==> src/rtl/pc_sequencer_if.sv <==
// pc_sequencer_if
//   Groups the program-counter stage's control inputs, the Increment block
//   return path and the status/fetch outputs into one bundle.
//   master : the environment (control source, Increment block, fetch side).
//   slave  : the pc_sequencer itself.
//   Signals:
//     Stall/Jump/Call/Ret/Branch  control strobes into the sequencer
//     JumpAddr, Offset            absolute target / signed branch offset
//     IncOut, IncCarry            result of the external Increment block
//     Pc, IncSw                   current PC and Increment enable
//     FetchValid                  Pc is a valid fetch address this cycle
//     Wrapped, StackErr           sticky status flags
//     StackFull, StackEmpty       return-address stack occupancy
interface pc_sequencer_if #(
  parameter int width = 16
);
  logic             Stall;
  logic             Jump;
  logic             Call;
  logic             Ret;
  logic             Branch;
  logic [width-1:0] JumpAddr;
  logic [width-1:0] Offset;
  logic [width-1:0] IncOut;
  logic             IncCarry;
  logic [width-1:0] Pc;
  logic             IncSw;
  logic             FetchValid;
  logic             Wrapped;
  logic             StackFull;
  logic             StackEmpty;
  logic             StackErr;

  modport master (
    output Stall, Jump, Call, Ret, Branch, JumpAddr, Offset, IncOut, IncCarry,
    input  Pc, IncSw, FetchValid, Wrapped, StackFull, StackEmpty, StackErr
  );

  modport slave (
    input  Stall, Jump, Call, Ret, Branch, JumpAddr, Offset, IncOut, IncCarry,
    output Pc, IncSw, FetchValid, Wrapped, StackFull, StackEmpty, StackErr
  );
endinterface

==> src/rtl/pc_sequencer.sv <==
// pc_sequencer
//   Program-counter stage. Picks the next PC from the sequential (external
//   Increment block), branch, jump, call or return source and keeps a small
//   LIFO of return addresses.
//   Ports:
//     Clk   single rising-edge clock
//     RstN  synchronous active-low reset
//     bus   pc_sequencer_if slave modport (controls in, PC and status out)
//   Parameters:
//     width         PC width in bits
//     depth         return-address stack entries (power of 2, >= 2)
//     reset_vector  PC loaded on reset
module pc_sequencer #(
  parameter int               width        = 16,
  parameter int               depth        = 4,
  parameter logic [width-1:0] reset_vector = '0
) (
  input logic           Clk,
  input logic           RstN,
  pc_sequencer_if.slave bus
);

  localparam int aw = $clog2(depth);
  localparam int cw = $clog2(depth + 1);
  localparam logic [cw-1:0] full_count = cw'(depth);
  localparam logic [cw-1:0] one_count  = cw'(1);

  logic [width-1:0] pc_q, pc_d;
  logic [cw-1:0]    count_q, count_d;
  logic             started_q;
  logic             wrapped_q, wrapped_d;
  logic             err_q, err_d;
  logic [width-1:0] stack_q [depth];
  logic             push_en;
  logic [aw-1:0]    push_idx;
  logic [aw-1:0]    top_idx;
  logic             stack_empty;
  logic             stack_full;

  assign stack_empty = (count_q == '0);
  assign stack_full  = (count_q == full_count);
  // Next free slot is count itself; top of stack sits one below it.
  assign push_idx    = count_q[aw-1:0];
  assign top_idx     = aw'(count_q - one_count);

  // Next-PC selection, highest priority first: stall, return, call, jump,
  // branch, sequential. Ret always wins over Call, so push and pop never
  // happen together.
  always_comb begin
    pc_d      = pc_q;
    count_d   = count_q;
    wrapped_d = wrapped_q;
    err_d     = err_q;
    push_en   = 1'b0;
    if (!bus.Stall) begin
      if (bus.Ret) begin
        if (bus.Call) begin
          err_d = 1'b1;
        end
        if (!stack_empty) begin
          pc_d    = stack_q[top_idx];
          count_d = count_q - one_count;
        end else begin
          // Underflow behaves like a sequential advance, including wrap.
          pc_d  = bus.IncOut;
          err_d = 1'b1;
          if (bus.IncCarry) begin
            wrapped_d = 1'b1;
          end
        end
      end else if (bus.Call) begin
        pc_d = bus.JumpAddr;
        if (stack_full) begin
          err_d = 1'b1;
        end else begin
          push_en = 1'b1;
          count_d = count_q + one_count;
        end
      end else if (bus.Jump) begin
        pc_d = bus.JumpAddr;
      end else if (bus.Branch) begin
        // Width-bit add; a branch wrap is intentionally not flagged.
        pc_d = pc_q + bus.Offset;
      end else begin
        pc_d = bus.IncOut;
        if (bus.IncCarry) begin
          wrapped_d = 1'b1;
        end
      end
    end
  end

  // Control state; started_q marks the first post-reset cycle as not yet
  // fetch-valid.
  always_ff @(posedge Clk) begin
    if (!RstN) begin
      pc_q      <= reset_vector;
      count_q   <= '0;
      started_q <= 1'b0;
      wrapped_q <= 1'b0;
      err_q     <= 1'b0;
    end else begin
      pc_q      <= pc_d;
      count_q   <= count_d;
      started_q <= 1'b1;
      wrapped_q <= wrapped_d;
      err_q     <= err_d;
    end
  end

  // Stack storage needs no reset; only count decides which entries are live.
  always_ff @(posedge Clk) begin
    if (RstN && push_en) begin
      stack_q[push_idx] <= bus.IncOut;
    end
  end

  assign bus.Pc         = pc_q;
  assign bus.IncSw      = ~bus.Stall;
  assign bus.FetchValid = started_q & ~bus.Stall;
  assign bus.Wrapped    = wrapped_q;
  assign bus.StackFull  = stack_full;
  assign bus.StackEmpty = stack_empty;
  assign bus.StackErr   = err_q;

endmodule

==> src/flat_wrapper.sv <==
// flat-port wrapper written by rule: the top's interface ports become plain ports
module pc_sequencer_flat 
#(
  parameter int               width        = 16,
  parameter int               depth        = 4,
  parameter logic [width-1:0] reset_vector = '0
)
  (Clk, RstN, bus_Stall, bus_Jump, bus_Call, bus_Ret, bus_Branch, bus_JumpAddr, bus_Offset, bus_IncOut, bus_IncCarry, bus_Pc, bus_IncSw, bus_FetchValid, bus_Wrapped, bus_StackFull, bus_StackEmpty, bus_StackErr);
  pc_sequencer_if #(.width(width)) bus_i ();
  input logic Clk;
  input logic RstN;
  input wire logic [$bits(bus_i.Stall)-1:0] bus_Stall;
  input wire logic [$bits(bus_i.Jump)-1:0] bus_Jump;
  input wire logic [$bits(bus_i.Call)-1:0] bus_Call;
  input wire logic [$bits(bus_i.Ret)-1:0] bus_Ret;
  input wire logic [$bits(bus_i.Branch)-1:0] bus_Branch;
  input wire logic [$bits(bus_i.JumpAddr)-1:0] bus_JumpAddr;
  input wire logic [$bits(bus_i.Offset)-1:0] bus_Offset;
  input wire logic [$bits(bus_i.IncOut)-1:0] bus_IncOut;
  input wire logic [$bits(bus_i.IncCarry)-1:0] bus_IncCarry;
  output wire logic [$bits(bus_i.Pc)-1:0] bus_Pc;
  output wire logic [$bits(bus_i.IncSw)-1:0] bus_IncSw;
  output wire logic [$bits(bus_i.FetchValid)-1:0] bus_FetchValid;
  output wire logic [$bits(bus_i.Wrapped)-1:0] bus_Wrapped;
  output wire logic [$bits(bus_i.StackFull)-1:0] bus_StackFull;
  output wire logic [$bits(bus_i.StackEmpty)-1:0] bus_StackEmpty;
  output wire logic [$bits(bus_i.StackErr)-1:0] bus_StackErr;
  assign bus_i.Stall = bus_Stall;
  assign bus_i.Jump = bus_Jump;
  assign bus_i.Call = bus_Call;
  assign bus_i.Ret = bus_Ret;
  assign bus_i.Branch = bus_Branch;
  assign bus_i.JumpAddr = bus_JumpAddr;
  assign bus_i.Offset = bus_Offset;
  assign bus_i.IncOut = bus_IncOut;
  assign bus_i.IncCarry = bus_IncCarry;
  assign bus_Pc = bus_i.Pc;
  assign bus_IncSw = bus_i.IncSw;
  assign bus_FetchValid = bus_i.FetchValid;
  assign bus_Wrapped = bus_i.Wrapped;
  assign bus_StackFull = bus_i.StackFull;
  assign bus_StackEmpty = bus_i.StackEmpty;
  assign bus_StackErr = bus_i.StackErr;
  pc_sequencer #(.width(width), .depth(depth), .reset_vector(reset_vector)) u_core (.Clk(Clk), .RstN(RstN), .bus(bus_i));
endmodule
==> config.mk <==
export PLATFORM = sky130hd
export DESIGN_NAME = pc_sequencer_flat
export DESIGN_NICKNAME = d
export VERILOG_FILES = /design/src/rtl/pc_sequencer_if.sv /design/src/rtl/pc_sequencer.sv /design/src/flat_wrapper.sv
export SDC_FILE = /design/constraint.sdc
export NUM_CORES = 1
export LEC_CHECK = 0
export BUFFER_PORTS_ARGS = -buffer_cell sky130_fd_sc_hd__buf_2
export CAP_MARGIN = 10
export CORE_ASPECT_RATIO = 0.9
export CORE_MARGIN = 2
export CORE_UTILIZATION = 35
export CTS_CLUSTER_SIZE = 30
export DETAILED_ROUTE_END_ITERATION = 16
export PLACE_DENSITY = 0.55
export SETUP_SLACK_MARGIN = 0.02
export SLEW_MARGIN = 20
export SYNTH_ARGS = -nofsm -noshare
export SYNTH_HDL_FRONTEND = slang
export SYNTH_SLANG_ARGS = --single-unit
==> constraint.sdc <==
create_clock -name Clk -period 4.3 [get_ports Clk]
set_clock_uncertainty 0.1 [all_clocks]
set_input_delay 0.215 -clock Clk [delete_from_list [all_inputs] [get_ports Clk]]
set_output_delay 0.215 -clock Clk [all_outputs]
set_load 0.03 [all_outputs]
==> summary.md, run 1 <==
| Metric | Value |
|---|---|
| DR WL/cell | `19.0 µm` |
| ANT nets after route | `0` |
| Clock sinks | `86` |
| Area growth, synth to finish | `18.0%` |
| Cell taking the most area after synthesis | `edfxtp_1` |
| Async SR Flop Fraction | `0%` |
| Layout net count | `556` |
| Overall die width | `126 µm` |
| Max Clk Rate | `388 MHz` |
| Initial antenna violation count | `0` |
| Clock Power Share | `36.7%` |
| DRT Wirelength | `12400 µm` |
| IO Pins | `78` |
| CTS max path bufs | `2` |
| Final hold vios | `0` |
| CTS HTree Levels | `3` |
| Initial Util | `35.6%` |
| Chip height | `114 µm` |
| Synth Cell Area | `4720 µm²` |
| Largest cells by area after synthesis | `edfxtp_1, dfxtp_1, mux4_2, ha_1, mux2i_1` |
| Seq/Total Area, Yosys | `50.0%` |
| Post-Place Worst Slack | `1.69 ns` |
| Total Routing Usage GR | `17.7%` |
| CTS tree | `done` |
| First-pass DRT Iterations | `5` |
| Slew Viols, Final | `0` |
| Clk_lat worst skew | `0.34 ns` |
| Leak pwr | `2.23 nW` |
| Via count | `3554` |
| Seq cells post-synth | `86` |
| CTS resizes | `0` |
| Row count | `40` |
| Slowest-stage cell, CP | `ha_1` |
| Reg clk slew, reported paths | `0.06 ns` |
| Mean Syn Cell Area | `11.7 µm²` |
| Worst setup margin | `1.72 ns` |
| Share of layout cells above drive strength 1 | `25.1%` |
| Sequential power share | `41.7%` |
| Most frequent cells in the layout | `buf_2, edfxtp_1, nand2_1, nor2_1, o21ai_0` |
| Setup violations, final | `0` |
| Setup bufs post-CTS | `0` |
| GPL Wtd Cong | `0.858` |
| Setup Crit Path Kind | `flop to flop` |
| Vias in the first global route | `3554` |
| Cell Int Power | `1.62 mW` |
| # hold bufs at CTS | `0` |
| DRC violations left | `0` |
| Fillers | `1228` |
| Commonest non-fill, non-tap cell in the layout | `buf_2` |
| Main synth FF type | `edfxtp_1` |
| Distinct cells, synth | `60` |
| Pwr/cell area | `403 nW/µm²` |
| Drt first-iter violations | `261` |
| Avg Vias per Cell | `5.47` |
| Worst Setup End Kind | `flop` |
| Unrepaired setup endpoints after global routing | `no` |
| Crit-path max FO | `16` |
| Syn. warnings | `0` |
| Top cell type's share of synthesized area | `40.7%` |
| Mapped Cells | `404` |
| Synthesized Nets | `482` |
| Grt ovf | `0` |
| Ant diodes | `0` |
| Comb pwr share | `21.7%` |
| Post-route minimum period | `2.58 ns` |
| Max Cap Violations | `0` |
| Hpwl dp | `9150 µm` |
| Number of flops mapped to enable cells by yosys | `64` |
| Slew margin rel. | `43.8%` |
| Worst min path class | `primary input to flop` |
| Core Box Area | `13300 µm²` |
| Sw power | `0.620 mW` |
| First-pass GRT wire length | `19500 µm` |
| PortBufs | `77` |
| Worst path cell trace | `inv_1 -> ha_1 -> ha_1 -> nor2b_1 -> nor2_1 -> nor2_1 -> o21ai_0 -> a22oi_1 -> nor2b_1` |
| Outcome | `finished clean` |
| Tcrit/Tclk final | `59.9%` |
| Largest net degree at the start of global routing | `30` |
| CP arrival | `2.71 ns` |
| TNS Setup | `0 ns` |
| Worst EP required | `4.43 ns` |
| Clk root buf | `clkbuf_16` |
| Maximum VDD drop | `0.000193 V` |
| Sw Ratio | `27.6%` |
| Crit-path max cell delay | `0.50 ns` |
| Num CTS Buffers | `9` |
| Die area | `14400 µm²` |
| Worst-Margin Slew | `0.843 ns` |
| Setup crit start kind | `flop` |
==> flip-flops by register name, summed over array words and instances, names as in the netlist <==
signal	flops
u_core.started_q	1
u_core.bus.StackErr	1
u_core.count_q	3
u_core.bus.Pc	16
u_core.stack_q	64
u_core.bus.Wrapped	1
==> worst max-delay path, delay by kind of cell, from the launching register on <==
kind | cells | cell delay, ns
compound gates | 2 | 0.31
fa+ha+maj | 2 | 0.71
buf+inv | 1 | 0.07
flops | 1 | 0.38
simple gates | 4 | 0.88
==> power by group through the flow <==
stage	clock network, mW	registers (mW)	logic, mW
2_1_floorplan	0	0.980	0.322
3_3_place_gp	0	0.952	0.484
3_5_place_dp	0	0.953	0.490
4_1_cts	0.847	0.935	0.491
5_1_grt	0.877	0.937	0.537
6_report	0.822	0.935	0.487
==> cells by family (layout without fill, tap and decap cells) <==
| family | after synthesis | count (layout) | synth area share (%) |
|---|---|---|---|
| buffers and inverters | 34 | 112 | 3.23 |
| AOI/OAI and AO/OA | 102 | 102 | 14.4 |
| xor gates and xnor gates | 8 | 8 | 1.48 |
| muxes | 41 | 41 | 13.1 |
| DFF | 86 | 86 | 50.0 |
| and+or+nand+nor | 111 | 111 | 11.8 |
| adders and majority gates | 22 | 22 | 5.99 |
==> layer usage <==
metal / track usage [%] / share of wire (%) / vias up
met5: 0 / 0 / -
met1: 24.8 / 46 / 1718
met2: 28.0 / 45 / 128
met4: 2.93 / 0.71 / 0
met3: 5.14 / 7.8 / 11
li1: - / - / 1697
==> cells in the mapped netlist, types with 3 or more instances <==
library cell and n:
a21o_1 6, o21ai_0 26, edfxtp_1 64, nor3b_1 3, nor3_1 8, nand2_1 30, a31oi_1 4, buf_1 3
nand3b_1 3, xor2_1 3, o21a_1 5, nor2b_1 12, buf_2 5, o31ai_1 5, ha_1 21, mux2i_1 22
mux4_2 16, inv_1 15, a21oi_1 20, nor2_1 28, xnor2_1 5, clkbuf_1 8, a221oi_1 4, o211ai_1 3
nand2b_1 3, dfxtp_1 22, nand3_1 8, a211o_1 3, a211oi_1 11
==> metrics by stage <==
| step | power (mW) | area [µm²] | instances | hold WS [ns] | util, % |
|---|---|---|---|---|---|
| after global placement | 1.44 | 5260 | 635 | 0.361 | 39.7 |
| final | 2.24 | 5570 | 650 | 0.0255 | 42.0 |
| after floorplan | 1.30 | 4720 | 404 | 0.143 | - |
| after CTS | 2.27 | 5570 | 650 | 0.0159 | 42.0 |
| after detailed placement | 1.44 | 5260 | 635 | 0.372 | 39.7 |
| after global routing | 2.35 | 5570 | 650 | 0.0287 | 42.0 |
==> final timing paths <==
| path | startpoint | endpoint | slack (ns) | cells past startpoint |
|---|---|---|---|---|
| worst min-delay path | bus_IncOut[13] | u_core.stack_q[0][13]$_DFFE_PP_ | 0.03 | 1 |
| worst max-delay path | u_core.count_q[1]$_SDFFE_PN0P_ | u_core.count_q[2]$_SDFFE_PN0P_ | 1.72 | 9 |
| worst min register to register | u_core.bus.StackErr$_SDFFE_PN0P_ | u_core.bus.StackErr$_SDFFE_PN0P_ | 0.39 | 1 |
| worst max register to register | u_core.count_q[1]$_SDFFE_PN0P_ | u_core.count_q[2]$_SDFFE_PN0P_ | 1.72 | 9 |
==> layout make-up <==
cell class | count | area (µm²) | area share, %
Tap cell | 168 | 210 | 3.77
Timing Repair Buffer | 82 | 423 | 7.59
Clock inverter | 5 | 85.1 | 1.53
Clock buffer | 10 | 229 | 4.11
Inverter | 15 | 56.3 | 1.01
Sequential cell | 86 | 2360 | 42.4
Multi-Input combinational cell | 284 | 2210 | 39.6
No activity file was read; power rests on OpenSTA's default activity.
==> run 2, diff against run 1 <==
--- a/config.mk
+++ b/config.mk
@@ -5,6 +5,7 @@
 export SDC_FILE = /design/constraint.sdc
 export NUM_CORES = 1
 export LEC_CHECK = 0
+export ABC_AREA = 1
 export BUFFER_PORTS_ARGS = -buffer_cell sky130_fd_sc_hd__buf_2
 export CAP_MARGIN = 10
 export CORE_ASPECT_RATIO = 0.9
@@ -12,7 +13,7 @@
 export CORE_UTILIZATION = 35
 export CTS_CLUSTER_SIZE = 30
 export DETAILED_ROUTE_END_ITERATION = 16
-export PLACE_DENSITY = 0.55
+export PLACE_DENSITY = 0.57
 export SETUP_SLACK_MARGIN = 0.02
 export SLEW_MARGIN = 20
 export SYNTH_ARGS = -nofsm -noshare
==> constraint.sdc (replaced) <==
create_clock -name Clk -period 2.2 [get_ports Clk]
set_clock_uncertainty 0.1 [all_clocks]
set_input_delay 0.11 -clock Clk [delete_from_list [all_inputs] [get_ports Clk]]
set_output_delay 0.11 -clock Clk [all_outputs]
set_load 0.03 [all_outputs]
==> summary.md, run 2 <==
| Metric | Value |
|---|---|
| Drt first-iter violations | `354 (+36%)` |
| Fillers | `1376 (+12%)` |
| Leak pwr | `2.66 nW (+19%)` |
| Vias in the first global route | `4139 (+16%)` |
| Mapped Cells | `587 (+45%)` |
| Maximum VDD drop | `0.000374 V (+93%)` |
| Setup bufs post-CTS | `0 (unchanged)` |
| Worst Setup End Kind | `flop` |
| Die area | `14800 µm² (+2.5%)` |
| ANT nets after route | `0 (unchanged)` |
| Post-Place Worst Slack | `0.165 ns (-1.53 ns)` |
| Min Hold Slack | `0.0134 ns (-0.0121 ns)` |
| Largest reg by FF count | `u_core.stack_q` |
| CP arrival | `2.21 ns (-0.50 ns)` |
| Post-route minimum period | `2.03 ns (-0.543 ns)` |
| Tcrit/Tclk final | `92.5% (+33 points)` |
| Number of flops mapped to enable cells by yosys | `64 (unchanged)` |
| Cell taking the most area after synthesis | `edfxtp_1` |
| Slew margin rel. | `55.9% (+12 points)` |
| Reg2Reg Depth | `8 (-1)` |
| Worst r2r src | `u_core.count_q[1]$_SDFFE_PN0P_` |
| Total Routing Usage GR | `18.0% (+0.24 points)` |
| Hold path depth | `3 (+2)` |
| Clk_lat worst skew | `0.34 ns (about the same)` |
| Max Clk Rate | `491 MHz (+27%)` |
| Seq/Total Area, Yosys | `48.8% (-1.2 points)` |
| Slew Viols, Final | `0 (unchanged)` |
| Initial Util | `36.1% (+0.50 points)` |
| Most frequent cells in the layout | `nand2_1, buf_2, inv_1, edfxtp_1` |
| CTS max path bufs | `2 (unchanged)` |
| Hpwl dp | `9400 µm (+2.7%)` |
| Setup violations, final | `0 (unchanged)` |
| Initial antenna violation count | `0 (unchanged)` |
| Synth top cells by count | `nand2_1, inv_1, edfxtp_1` |
| DRC violations left | `0 (unchanged)` |
| Unrepaired setup endpoints after global routing | `yes` |
| Core Box Area | `13400 µm² (+1.1%)` |
| Main synth FF type | `edfxtp_1` |
| Clk root buf | `clkbuf_16` |
| Grt ovf | `0 (unchanged)` |
| Async SR Flop Fraction | `0% (unchanged)` |
| Area growth, synth to finish | `23.7%` |
| Overall die width | `128 µm (+1.2%)` |
| Hold Path Sink | `u_core.bus.Pc[4]$_SDFFE_PN0N_` |
| Final hold vios | `0 (unchanged)` |
| Mean Syn Cell Area | `8.25 µm² (-29%)` |
| CTS HTree Levels | `3 (unchanged)` |
| Crit-path max FO | `6 (-10)` |
| Avg Vias per Cell | `5.02 (-8.1%)` |
| Via count | `4281 (+20%)` |
| Worst-Margin Slew | `0.661 ns (-0.182 ns)` |
| Worst setup margin | `0.165 ns (-1.56 ns)` |
| Ant diodes | `0 (unchanged)` |
| DRT Wirelength | `13000 µm (+5.0%)` |
| Reg clk slew, reported paths | `0.07 ns (about the same)` |
| Seq cells post-synth | `86 (unchanged)` |
| Setup crit start kind | `flop` |
| Clock sinks | `86 (unchanged)` |
| Row count | `40 (unchanged)` |
| DR WL/cell | `15.2 µm (-20%)` |
| Top cell type's share of synthesized area | `39.7% (-1.0 points)` |
| IO Pins | `78 (unchanged)` |
| Largest cells by area after synthesis | `edfxtp_1, nand2_1, dfxtp_1, o21ai_0, ha_1` |
| Pwr/cell area | `711 nW/µm² (+77%)` |
| TNS Setup | `0 ns (unchanged)` |
| Cell with the most instances after synthesis | `nand2_1` |
| First-pass GRT wire length | `20700 µm (+5.6%)` |
| Share of layout cells above drive strength 1 | `17.8% (-7.3 points)` |
| Outcome | `finished clean` |
| Max Cap Violations | `0 (unchanged)` |
| Largest net degree at the start of global routing | `36 (+20%)` |
| Reg2Reg Setup Slack | `0.17 ns (-1.56 ns)` |
| Num CTS Buffers | `9 (unchanged)` |
| PortBufs | `77 (unchanged)` |
| First-pass DRT Iterations | `5 (unchanged)` |
| Layout net count | `757 (+36%)` |
| Reg2reg end | `u_core.bus.Wrapped$_SDFFE_PN0P_` |
| GPL Wtd Cong | `0.882 (+2.8%)` |
| Worst EP required | `2.38 ns (-2.05 ns)` |
| Setup Crit Path Kind | `flop to flop` |
| Chip height | `116 µm (+1.2%)` |
| Synthesized Nets | `665 (+38%)` |
| Synth Cell Area | `4840 µm² (+2.5%)` |
| Commonest non-fill, non-tap cell in the layout | `nand2_1` |
| CTS tree | `done` |
| Hold Startpoint | `bus_JumpAddr[4]` |
| Max FFs per register | `64 (unchanged)` |
| Worst min path class | `primary input to flop` |
| Distinct cells, synth | `34 (-43%)` |
| Syn. warnings | `0 (unchanged)` |
==> run 2: logic make-up after synthesis <==
group / count (synthesis) / synth area share [%]
mux: 6 / 1.24
xor+xnor: 6 / 1.08
simple gates: 220 / 18.1
buf+inv: 98 / 7.90
fa+ha+maj: 22 / 5.84
compound gates: 149 / 17.0
flops: 86 / 48.8
==> run 2: per-layer routing <==
metal	share of wire (%)	global-route usage [%]
met1	47	23.8
met2	46	30.0
met3	5.4	3.79
met4	1.8	5.13
met5	0	0
==> run 2: area by class of cell <==
type	instances	area [µm²]	area share [%]
repair buffers	106	698	11.7
inverters	73	274	4.57
clock buffers	10	229	3.82
well taps	168	210	3.51
flip-flops and latches	86	2360	39.5
clock inverters	6	36.3	0.606
multi-input cells	403	2180	36.4
==> run 2: repair_timing <==
item	in CTS	in global routing
gates resized for setup	0	2
endpoints found under the setup margin	0	4
hold buffers	18	0
endpoints found under the hold margin	65	0
==> run 2: worst max-delay path, stage by stage, from the launching register on <==
cell	delay (ns)
dfxtp_1	0.32
inv_1	0.13
ha_4	0.20
ha_4	0.18
nand2_1	0.07
o31ai_1	0.11
o2111ai_1	0.16
dlygate4sd3_1	0.58
a21oi_1	0.12
==> run 2: worst max path at each step <==
| stage | from | endpoint | slack [ns] |
|---|---|---|---|
| CTS | u_core.bus.Pc[0]$_SDFFE_PN0N_ | u_core.bus.Pc[10]$_SDFFE_PN0N_ | 0.14 |
| detailed placement | u_core.bus.Pc[0]$_SDFFE_PN0N_ | u_core.bus.Pc[10]$_SDFFE_PN0N_ | 0.17 |
| finish | u_core.count_q[1]$_SDFFE_PN0P_ | u_core.bus.Wrapped$_SDFFE_PN0P_ | 0.17 |
| global route | u_core.bus.Pc[0]$_SDFFE_PN0N_ | u_core.bus.Pc[10]$_SDFFE_PN0N_ | 0.01 |
| floorplan | u_core.count_q[0]$_SDFFE_PN0P_ | u_core.stack_q[0][0]$_DFFE_PP_ | 0.05 |
| global placement | u_core.bus.Pc[0]$_SDFFE_PN0N_ | u_core.bus.Pc[10]$_SDFFE_PN0N_ | 0.18 |
==> run 2: through the flow <==
step / std cells / utilization [%] / cell area [µm²] / total power, mW
after floorplan: 587 / - / 4910 / 2.57
after global placement: 818 / 41.2 / 5530 / 2.86
after detailed placement: 818 / 41.2 / 5530 / 2.88
after CTS: 852 / 44.6 / 5980 / 4.29
after global routing: 852 / 44.7 / 5990 / 4.48
final: 852 / 44.7 / 5990 / 4.26
==> run 2: where the power goes <==
group	internal, mW	switching, mW	total [mW]
combinational	0.387	0.666	1.05
clock	0.761	0.621	1.38
sequential	1.79	0.0349	1.82
